--- src/rtl/serial_adder_ctrl_if.sv ---
// Handshake, operand/result and full-adder cell signals of the bit-serial adder controller.
// The slave modport is the controller side; the master modport is the requester / adder-cell side.
interface serial_adder_ctrl_if #(
    parameter int WIDTH = 8
);
    logic             start;
    logic [WIDTH-1:0] a_in;
    logic [WIDTH-1:0] b_in;
    logic             ci_in;
    logic             ready;
    logic             busy;
    logic             done;
    logic [WIDTH-1:0] sum;
    logic             co;
    logic             fa_a;
    logic             fa_b;
    logic             fa_ci;
    logic             fa_s;
    logic             fa_co;

    modport slave (
        input  start, a_in, b_in, ci_in, fa_s, fa_co,
        output ready, busy, done, sum, co, fa_a, fa_b, fa_ci
    );

    modport master (
        output start, a_in, b_in, ci_in, fa_s, fa_co,
        input  ready, busy, done, sum, co, fa_a, fa_b, fa_ci
    );
endinterface

--- src/rtl/serial_adder_ctrl.sv ---
// Bit-serial WIDTH-bit adder controller: feeds one external full-adder cell LSB first
// and assembles the sum and final carry behind a start/busy/done handshake.
module serial_adder_ctrl #(
    parameter int WIDTH = 8
) (
    input  logic                 clk,
    input  logic                 rst_n,
    serial_adder_ctrl_if.slave   bus
);
    localparam int CW = (WIDTH > 1) ? $clog2(WIDTH) : 1;

    typedef enum logic [1:0] {
        ST_IDLE  = 2'd0,
        ST_SHIFT = 2'd1,
        ST_DONE  = 2'd2
    } state_t;

    state_t           state_q, state_d;
    logic [WIDTH-1:0] areg_q, areg_d;
    logic [WIDTH-1:0] breg_q, breg_d;
    logic [WIDTH-1:0] sreg_q, sreg_d;
    logic [WIDTH-1:0] sum_q, sum_d;
    logic             creg_q, creg_d;
    logic             co_q, co_d;
    logic [CW-1:0]    cnt_q, cnt_d;
    logic [WIDTH-1:0] sreg_shift;
    logic             last_bit;
    logic             accept;

    // Returned sum bit enters at the MSB; a 1-bit build has nothing to shift down.
    generate
        if (WIDTH == 1) begin : g_w1
            assign sreg_shift = bus.fa_s;
        end else begin : g_wn
            assign sreg_shift = {bus.fa_s, sreg_q[WIDTH-1:1]};
        end
    endgenerate

    assign last_bit = (cnt_q == CW'(WIDTH - 1));
    assign accept   = bus.start && (state_q != ST_SHIFT);

    // State register
    always_ff @(posedge clk or negedge rst_n) begin
        if (!rst_n) begin
            state_q <= ST_IDLE;
        end else begin
            state_q <= state_d;
        end
    end

    // Next-state logic
    always_comb begin
        state_d = state_q;
        case (state_q)
            ST_IDLE:  if (bus.start) state_d = ST_SHIFT;
            ST_SHIFT: if (last_bit)  state_d = ST_DONE;
            ST_DONE:  state_d = bus.start ? ST_SHIFT : ST_IDLE;
            default:  state_d = ST_IDLE;
        endcase
    end

    // Datapath registers
    always_ff @(posedge clk or negedge rst_n) begin
        if (!rst_n) begin
            areg_q <= '0;
            breg_q <= '0;
            sreg_q <= '0;
            sum_q  <= '0;
            creg_q <= 1'b0;
            co_q   <= 1'b0;
            cnt_q  <= '0;
        end else begin
            areg_q <= areg_d;
            breg_q <= breg_d;
            sreg_q <= sreg_d;
            sum_q  <= sum_d;
            creg_q <= creg_d;
            co_q   <= co_d;
            cnt_q  <= cnt_d;
        end
    end

    always_comb begin
        areg_d = areg_q;
        breg_d = breg_q;
        sreg_d = sreg_q;
        sum_d  = sum_q;
        creg_d = creg_q;
        co_d   = co_q;
        cnt_d  = cnt_q;
        if (accept) begin
            areg_d = bus.a_in;
            breg_d = bus.b_in;
            creg_d = bus.ci_in;
            sreg_d = '0;
            cnt_d  = '0;
        end else if (state_q == ST_SHIFT) begin
            areg_d = areg_q >> 1;
            breg_d = breg_q >> 1;
            sreg_d = sreg_shift;
            creg_d = bus.fa_co;
            cnt_d  = cnt_q + 1'b1;
            if (last_bit) begin
                sum_d = sreg_shift;
                co_d  = bus.fa_co;
            end
        end
    end

    // Outputs: cell inputs come straight from registers, gated to zero outside SHIFT
    always_comb begin
        bus.ready = (state_q == ST_IDLE) || (state_q == ST_DONE);
        bus.busy  = (state_q == ST_SHIFT);
        bus.done  = (state_q == ST_DONE);
        bus.sum   = sum_q;
        bus.co    = co_q;
        bus.fa_a  = 1'b0;
        bus.fa_b  = 1'b0;
        bus.fa_ci = 1'b0;
        if (state_q == ST_SHIFT) begin
            bus.fa_a  = areg_q[0];
            bus.fa_b  = breg_q[0];
            bus.fa_ci = creg_q;
        end
    end
endmodule

--- src/flat_wrapper.sv ---
// flat-port wrapper written by rule: the top's interface ports become plain ports
module serial_adder_ctrl_flat 
#(
    parameter int WIDTH = 8
)
  (clk, rst_n, bus_start, bus_a_in, bus_b_in, bus_ci_in, bus_fa_s, bus_fa_co, bus_ready, bus_busy, bus_done, bus_sum, bus_co, bus_fa_a, bus_fa_b, bus_fa_ci);
  serial_adder_ctrl_if #(.WIDTH(WIDTH)) bus_i ();
  input  logic clk;
  input  logic rst_n;
  input wire logic [$bits(bus_i.start)-1:0] bus_start;
  input wire logic [$bits(bus_i.a_in)-1:0] bus_a_in;
  input wire logic [$bits(bus_i.b_in)-1:0] bus_b_in;
  input wire logic [$bits(bus_i.ci_in)-1:0] bus_ci_in;
  input wire logic [$bits(bus_i.fa_s)-1:0] bus_fa_s;
  input wire logic [$bits(bus_i.fa_co)-1:0] bus_fa_co;
  output wire logic [$bits(bus_i.ready)-1:0] bus_ready;
  output wire logic [$bits(bus_i.busy)-1:0] bus_busy;
  output wire logic [$bits(bus_i.done)-1:0] bus_done;
  output wire logic [$bits(bus_i.sum)-1:0] bus_sum;
  output wire logic [$bits(bus_i.co)-1:0] bus_co;
  output wire logic [$bits(bus_i.fa_a)-1:0] bus_fa_a;
  output wire logic [$bits(bus_i.fa_b)-1:0] bus_fa_b;
  output wire logic [$bits(bus_i.fa_ci)-1:0] bus_fa_ci;
  assign bus_i.start = bus_start;
  assign bus_i.a_in = bus_a_in;
  assign bus_i.b_in = bus_b_in;
  assign bus_i.ci_in = bus_ci_in;
  assign bus_i.fa_s = bus_fa_s;
  assign bus_i.fa_co = bus_fa_co;
  assign bus_ready = bus_i.ready;
  assign bus_busy = bus_i.busy;
  assign bus_done = bus_i.done;
  assign bus_sum = bus_i.sum;
  assign bus_co = bus_i.co;
  assign bus_fa_a = bus_i.fa_a;
  assign bus_fa_b = bus_i.fa_b;
  assign bus_fa_ci = bus_i.fa_ci;
  serial_adder_ctrl #(.WIDTH(WIDTH)) u_core (.clk(clk), .rst_n(rst_n), .bus(bus_i));
endmodule
--- config.mk ---
export PLATFORM = sky130hd
export DESIGN_NAME = serial_adder_ctrl_flat
export DESIGN_NICKNAME = d
export VERILOG_FILES = /design/src/rtl/serial_adder_ctrl_if.sv /design/src/rtl/serial_adder_ctrl.sv /design/src/flat_wrapper.sv
export SDC_FILE = /design/constraint.sdc
export NUM_CORES = 1
export LEC_CHECK = 0
export ABC_AREA = 1
export CAP_MARGIN = 15
export CORE_ASPECT_RATIO = 0.75
export CORE_MARGIN = 2
export CORE_UTILIZATION = 60
export DETAILED_ROUTE_END_ITERATION = 10
export DONT_BUFFER_PORTS = 1
export PLACE_DENSITY = 0.8
export SLEW_MARGIN = 5
export SYNTH_ARGS = -nofsm -noshare
export SYNTH_HDL_FRONTEND = slang
export SYNTH_SLANG_ARGS = --single-unit
--- constraint.sdc ---
create_clock -name clk -period 2.8 [get_ports clk]
set_clock_uncertainty 0.1 [all_clocks]
set_input_delay 0.56 -clock clk [delete_from_list [all_inputs] [get_ports clk]]
set_output_delay 0.56 -clock clk [all_outputs]
set_load 0.01 [all_outputs]
==> results of run 1 <==
## path summary, 6_finish.rpt
check / startpoint / endpoint
setup / recovery: u_core.state_q[0] / bus_busy
min in group asynchronous: rst_n / u_core.state_q[0]
max in group asynchronous: rst_n / u_core.bus.sum[4]
setup reg to reg: u_core.state_q[1] / u_core.bus.sum[5]
hold / removal: bus_fa_co / u_core.bus.co
hold reg to reg: u_core.sreg_q[1] / u_core.bus.sum[0]
## cell usage in the layout, fill, tap and decap left out, drive strengths merged
master | synthesis | layout
dfrtp | 38 | 38
o21ai | 2 | 2
bufinv | 0 | 1
nand3 | 59 | 59
ha | 2 | 2
buf | 11 | 3
nand2 | 62 | 62
o22ai | 1 | 1
clkbuf | 0 | 7
nor2 | 6 | 6
inv | 8 | 8
dlygate4sd3 | 0 | 1
## routing by layer
metal / track usage [%] / up-vias / wire (um)
li1: - / 614 / -
met4: 7.09 / 0 / 44
met3: 8.31 / 5 / 206
met1: 30.6 / 594 / 1430
met2: 38.4 / 41 / 1570
met5: 0 / - / 0
## per-stage QoR
step	hold WS, ns	setup WS, ns
2_1_floorplan	0.164	1.26
3_5_place_dp	0.165	1.22
6_report	0.215	0.948
4_1_cts	0.204	0.938
5_1_grt	0.204	0.881
3_3_place_gp	0.165	1.28
## critical path, delay by kind of cell, from the launching register on
family,cells,cell delay (ns)
AND/OR/NAND/NOR,1,0.28
buffers and inverters,1,0.14
flip-flops,1,0.42
## sequential cells by signal, indices dropped and copies added (netlist names)
name / flops
u_core.bus.co: 1
u_core.areg_q: 8
u_core.cnt_q: 3
u_core.sreg_q: 7
u_core.breg_q: 8
u_core.state_q: 2
u_core.creg_q: 1
u_core.bus.sum: 8
## area by class of cell
class	count	area [um2]	share of cell area, %
clock buffer	7	45.0	2.57
clock inverter	1	30.0	1.71
inverter	8	30.0	1.71
multi-input combinational	132	607	34.6
sequential	38	951	54.2
tap	36	45.0	2.57
timing repair buffer	4	45.0	2.57
## power by group through the flow
| stage | logic [uW] | registers, uW | clock network [uW] |
|---|---|---|---|
| floorplan | 491 | 923 | 0 |
| global placement | 532 | 951 | 0 |
| detailed placement | 568 | 962 | 0 |
| CTS | 589 | 950 | 372 |
| global route | 671 | 979 | 399 |
| finish | 581 | 949 | 360 |
## logic make-up (layout without fill, tap and decap cells)
family,count (synthesis),after routing
and+or+nand+nor,127,127
AOI/OAI and AO/OA,3,3
buffers and inverters,19,20
adders and majority gates,2,2
DFF,38,38
## repair_timing
action	in CTS	in global routing
resized for setup	0	0
endpoints found under the hold margin	38	0
hold buffers	2	0
==> metrics.md, run 1 <==
| Metric | Value |
|---|---|
| DRC violations left | 0 |
| Global-route wire length before repair | 5.72 mm |
| Largest net degree at the start of global routing | 47 |
| Fin util | 67.4% |
| Largest family of logic cells by synthesized area | simple AND/OR/NAND/NOR gates |
| Max incr delay on CP | 0.42 ns |
| Area of the mapped netlist | 1650 um2 |
| Via count | 1254 |
| Min-Delay Path Class | in -> reg |
| Power per Cell Area | 1080 nW/um2 |
| Antenna cells | 0 |
| Max-slew violations | 0 |
| Detailed Route Iter0 Violations | 94 |
| Drt wl/cell | 14.4 um |
| Setup violations, final | 0 |
| Flop pwr share | 50.2% |
| Vias per inst | 5.55 |
| Clock root cell | clkbuf_4 |
| Post-detail-place hpwl | 2.13 mm |
| Layout filler cell count | 217 |
| Final instance area | 1750 um2 |
| Vias in the first global route | 1216 |
| Post-synth top cells | 60 x nand2_1, 59 x nand3_1, 38 x dfrtp_1 |
| Synth top area share | 57.7% |
| Worst path slowest cell | dfrtp_1 |
| CP arrival | 1.19 ns |
| # port buffers | 0 |
| Ys async rst share | 100% |
| Predominant post-synthesis flop cell | dfrtp_1 |
| Core area | 2600 um2 |
| Adder-cell area share of the yosys netlist | 1.52% |
| CTS tree | yes |
| CP Data Required Time | 2.14 ns |
| Avg Cell Area, Syn | 8.72 um2 |
| Sw Pwr | 728 uW |
| Yosys cell types | 14 |
| Placed insts | 216 |
| Hold Path Cell Cnt | 2 |
| Slew @ Worst Pin | 0.473 ns |
| Tmin final | 1.85 ns |
| Tot Pwr | 1890 uW |
| Syn-to-layout area delta | 6.38% |
| Final period util | 66.1% |
| Pre-antenna DRT Iters | 4 |
| Die area | 3190 um2 |
| Setup CP Type | reg -> out |
| Crit. End Element | output pin |
| Post-CTS Setup Inserts | 0 |
| Combinational share of power | 30.7% |
| Die width | 64.5 um |
| Total GRT Usage | 23.8% |
| Placed cell area | 1650 um2 |
| Switch share | 38.5% |
| XOR/XNOR Fraction of Synth Area | 0% |
| Setup_tns | 0 ns |
| Highest clock rate | 540 MHz |
| Most common cell in the netlist | nand2_1 |
| GR Overflow Total | 0 |
| Post-synth top area cell | dfrtp_1 |
| Slew HR | 68.4% |
| RD Place Congestion | 0.744 |
| Compound-gate portion of the synthesized area | 0.987% |
| Crit start category | register |
| Number of max-cap violations | 0 |
| Outcome | finished clean |
| CTS H-tree depth | 2 |
| Simple-Gate Fraction of Synth Area | 34.3% |
| Synthesis Warnings | 0 |
| Clock buffer depth | 2 |
| Boundary pin count | 37 |
| Post-synth EDFFs | 0 |
| Final-stage net count | 213 |
| FF-to-FF path depth | 6 |
| Worst reg-to-reg setup slack | 1.16 ns |
| Max FO, Critical Path | 9 |
| Rows | 16 |
| Max IR drop VDD | 0.544 mV |
| CTS clk-pin slew, worst paths | 0.11 ns |
| Clock share of power | 19.1% |
| Clk sink count | 38 |
| Cell-internal power | 1160 uW |
| Initial core utilization | 63.3% |
| Fin cells | 226 |
| Layout cells sized above 1 | 7.37% |
| Post-synthesis register bit count | 38 |
| Final hold viol count | 0 |
| Syn Inst Count | 189 |
| Die span in y | 49.4 um |
| Initial antenna violation count | 0 |
| Most area-consuming cells after synthesis | dfrtp_1 58%, nand3_1 18%, nand2_1 14%, buf_2 2.7%, inv_1 1.6% |
| Register area share after synthesis | 57.7% |
| Worst-skew pair later-pin latency | 0.35 ns |
| CTS Buf Count | 5 |
| RSZ-0062 raised after global routing | no |
| Critical path cell sequence | inv_1 > nor2_4 |
| Post-Route WL | 3.25 mm |
| Syn nets | 213 |
| Mux share of post-synthesis cell area | 0% |
| Post-route ant nets | 0 |
| Static Leak | 0.000893 uW |
Power figures use the tool's default switching activity.
==> run 2: changes to the inputs <==
Settings changed: CORE_UTILIZATION 60 to 55, PLACE_DENSITY 0.8 to 0.77.
Clock period 2.8 ns to 1.5 ns, I/O delays scaled along.
==> run 2 against run 1 <==
Against the previous run:
- total power rose by 96%
- non-clock buffer count increased by 10
- critical path depth grew 1
- first-iteration DRC count up 30%
- sequential power up 89%
- utilization shrank 3.3 points
- combinational power rose by 120%
- global-route usage shrank 3.3 points
- via count increased by 2.8%
- sequential share of layout area down 2.9 points
- flip-flop and latch count is the same
==> metrics.md, run 2 (synthesis results as in run 1) <==
| Metric | Value |
|---|---|
| CTS tree | yes |
| Crit start category | register |
| Static Leak | 0.000942 uW |
| DRC violations left | 0 |
| Pre-antenna DRT Iters | 5 |
| Post-detail-place hpwl | 2.09 mm |
| M2 GR Usage | 33.0% |
| Slew HR | 68.6% |
| Die span in y | 51.4 um |
| Fin cells | 237 |
| Setup CP Type | reg -> out |
| Vias in the first global route | 1107 |
| CTS H-tree depth | 2 |
| Total GRT Usage | 20.5% |
| Initial antenna violation count | 0 |
| Vias per inst | 5.44 |
| Max incr delay on CP | 0.42 ns |
| Die area | 3450 um2 |
| CTS Buf Count | 5 |
| Drt wl/cell | 13.5 um |
| Max IR drop VDD | 0.957 mV |
| Core area | 2890 um2 |
| Layout cells sized above 1 | 14.6% |
| Antenna cells | 0 |
| Final hold viol count | 0 |
| Clk sink count | 38 |
| Boundary pin count | 37 |
| Rows | 17 |
| Most common cell after layout, fill and taps aside | nand2_1 |
| Global-route wire length before repair | 5.13 mm |
| CP Data Required Time | 1.10 ns |
| Worst-skew pair later-pin latency | 0.28 ns |
| Final-stage net count | 223 |
| Setup_tns | 0 ns |
| Max-slew violations | 0 |
| # port buffers | 0 |
| Tmin final | 1.46 ns |
| Met3 Usage GRT | 6.61% |
| CP arrival | 1.06 ns |
| Outcome | finished clean |
| Placed insts | 223 |
| Slew @ Worst Pin | 0.470 ns |
| Final period util | 97.2% |
| Clock buffer depth | 2 |
| Max FO, Critical Path | 8 |
| Fin util | 64.1% |
| Via count | 1289 |
| Most frequent cells in the layout | 60 x nand2_1, 59 x nand3_1, 37 x dfrtp_1 |
| Largest net degree at the start of global routing | 39 |
| RD Place Congestion | 0.767 |
| Post-Route WL | 3.19 mm |
| Crit. End Element | output pin |
| Tot Pwr | 3700 uW |
| Syn-to-layout area delta | 12.5% |
| CTS clk-pin slew, worst paths | 0.07 ns |
| Clock root cell | clkbuf_8 |
| Initial core utilization | 57.0% |
| Post-route ant nets | 0 |
| Number of max-cap violations | 0 |
| Highest clock rate | 686 MHz |
| Die width | 67.2 um |
| Min-Delay Path Class | in -> reg |
| Met1 usage | 26.0% |
| GR Overflow Total | 0 |
| Power per Cell Area | 2000 nW/um2 |
| Detailed Route Iter0 Violations | 122 |
| Critical path cell sequence | inv_2 > nor2_4 > buf_6 |
| RSZ-0062 raised after global routing | yes |
| Grt peak-use layer | met2 |
| Setup violations, final | 0 |
| Worst path slowest cell | dfrtp_2 |
## run 2: worst paths after layout
| kind | from | end | slack, ns | cells after the start |
|---|---|---|---|---|
| min in group asynchronous | rst_n | u_core.sreg_q[3] | 0.36 | 2 |
| max in group asynchronous | rst_n | u_core.state_q[0] | 0.75 | 2 |
| worst max register to register | u_core.cnt_q[0] | u_core.bus.sum[6] | 0.13 | 6 |
| worst max-delay path | u_core.state_q[0] | bus_busy | 0.04 | 3 |
| worst min register to register | u_core.breg_q[3] | u_core.breg_q[2] | 0.39 | 2 |
| worst min-delay path | bus_fa_s | u_core.bus.sum[7] | 0.04 | 2 |
## run 2: metal layers
metal,wire (um),up-vias
met2,1540,32
li1,-,638
met1,1390,614
met4,36,0
met3,223,5
met5,0,-
## run 2: metrics by stage
| stage | hold WS, ns | worst slack [ns] | area, um2 |
|---|---|---|---|
| 2_1_floorplan | -0.0956 | 0.219 | 1650 |
| 3_3_place_gp | -0.0949 | 0.130 | 1690 |
| 3_5_place_dp | -0.0950 | 0.00679 | 1690 |
| 4_1_cts | 0.0361 | 0.0165 | 1810 |
| 5_1_grt | 0.0321 | -0.00241 | 1850 |
| 6_report | 0.0373 | 0.0426 | 1850 |
## run 2: area by class of cell
| type | instances | area, um2 |
|---|---|---|
| Fill cell | 267 | 1040 |
| Sequential cell | 38 | 952 |
| Multi-Input combinational cell | 132 | 624 |
| Timing Repair Buffer | 14 | 124 |
| Clock buffer | 7 | 76.3 |
| Tap cell | 38 | 47.5 |
| Inverter | 8 | 30.0 |
## run 2: where the power goes
group / total, uW / switching [uW] / internal, uW / leakage (uW)
Clock: 637 / 317 / 320 / 0.0000383
Sequential: 1790 / 331 / 1450 / 0.000484
Combinational: 1280 / 747 / 533 / 0.000419
## run 2: critical path: cells and delay by family, from the launching register on
family | cells | cell delay (ns)
AND/OR/NAND/NOR | 1 | 0.13
flip-flops | 1 | 0.42
buffers and inverters | 2 | 0.23
## run 2: repair_timing
item,CTS,global route
gates resized for setup,5,4
endpoints found under the hold margin,38,0
setup endpoints to repair,5,4
buffers inserted,1,4
hold buffers,2,0
pin swaps,0,2
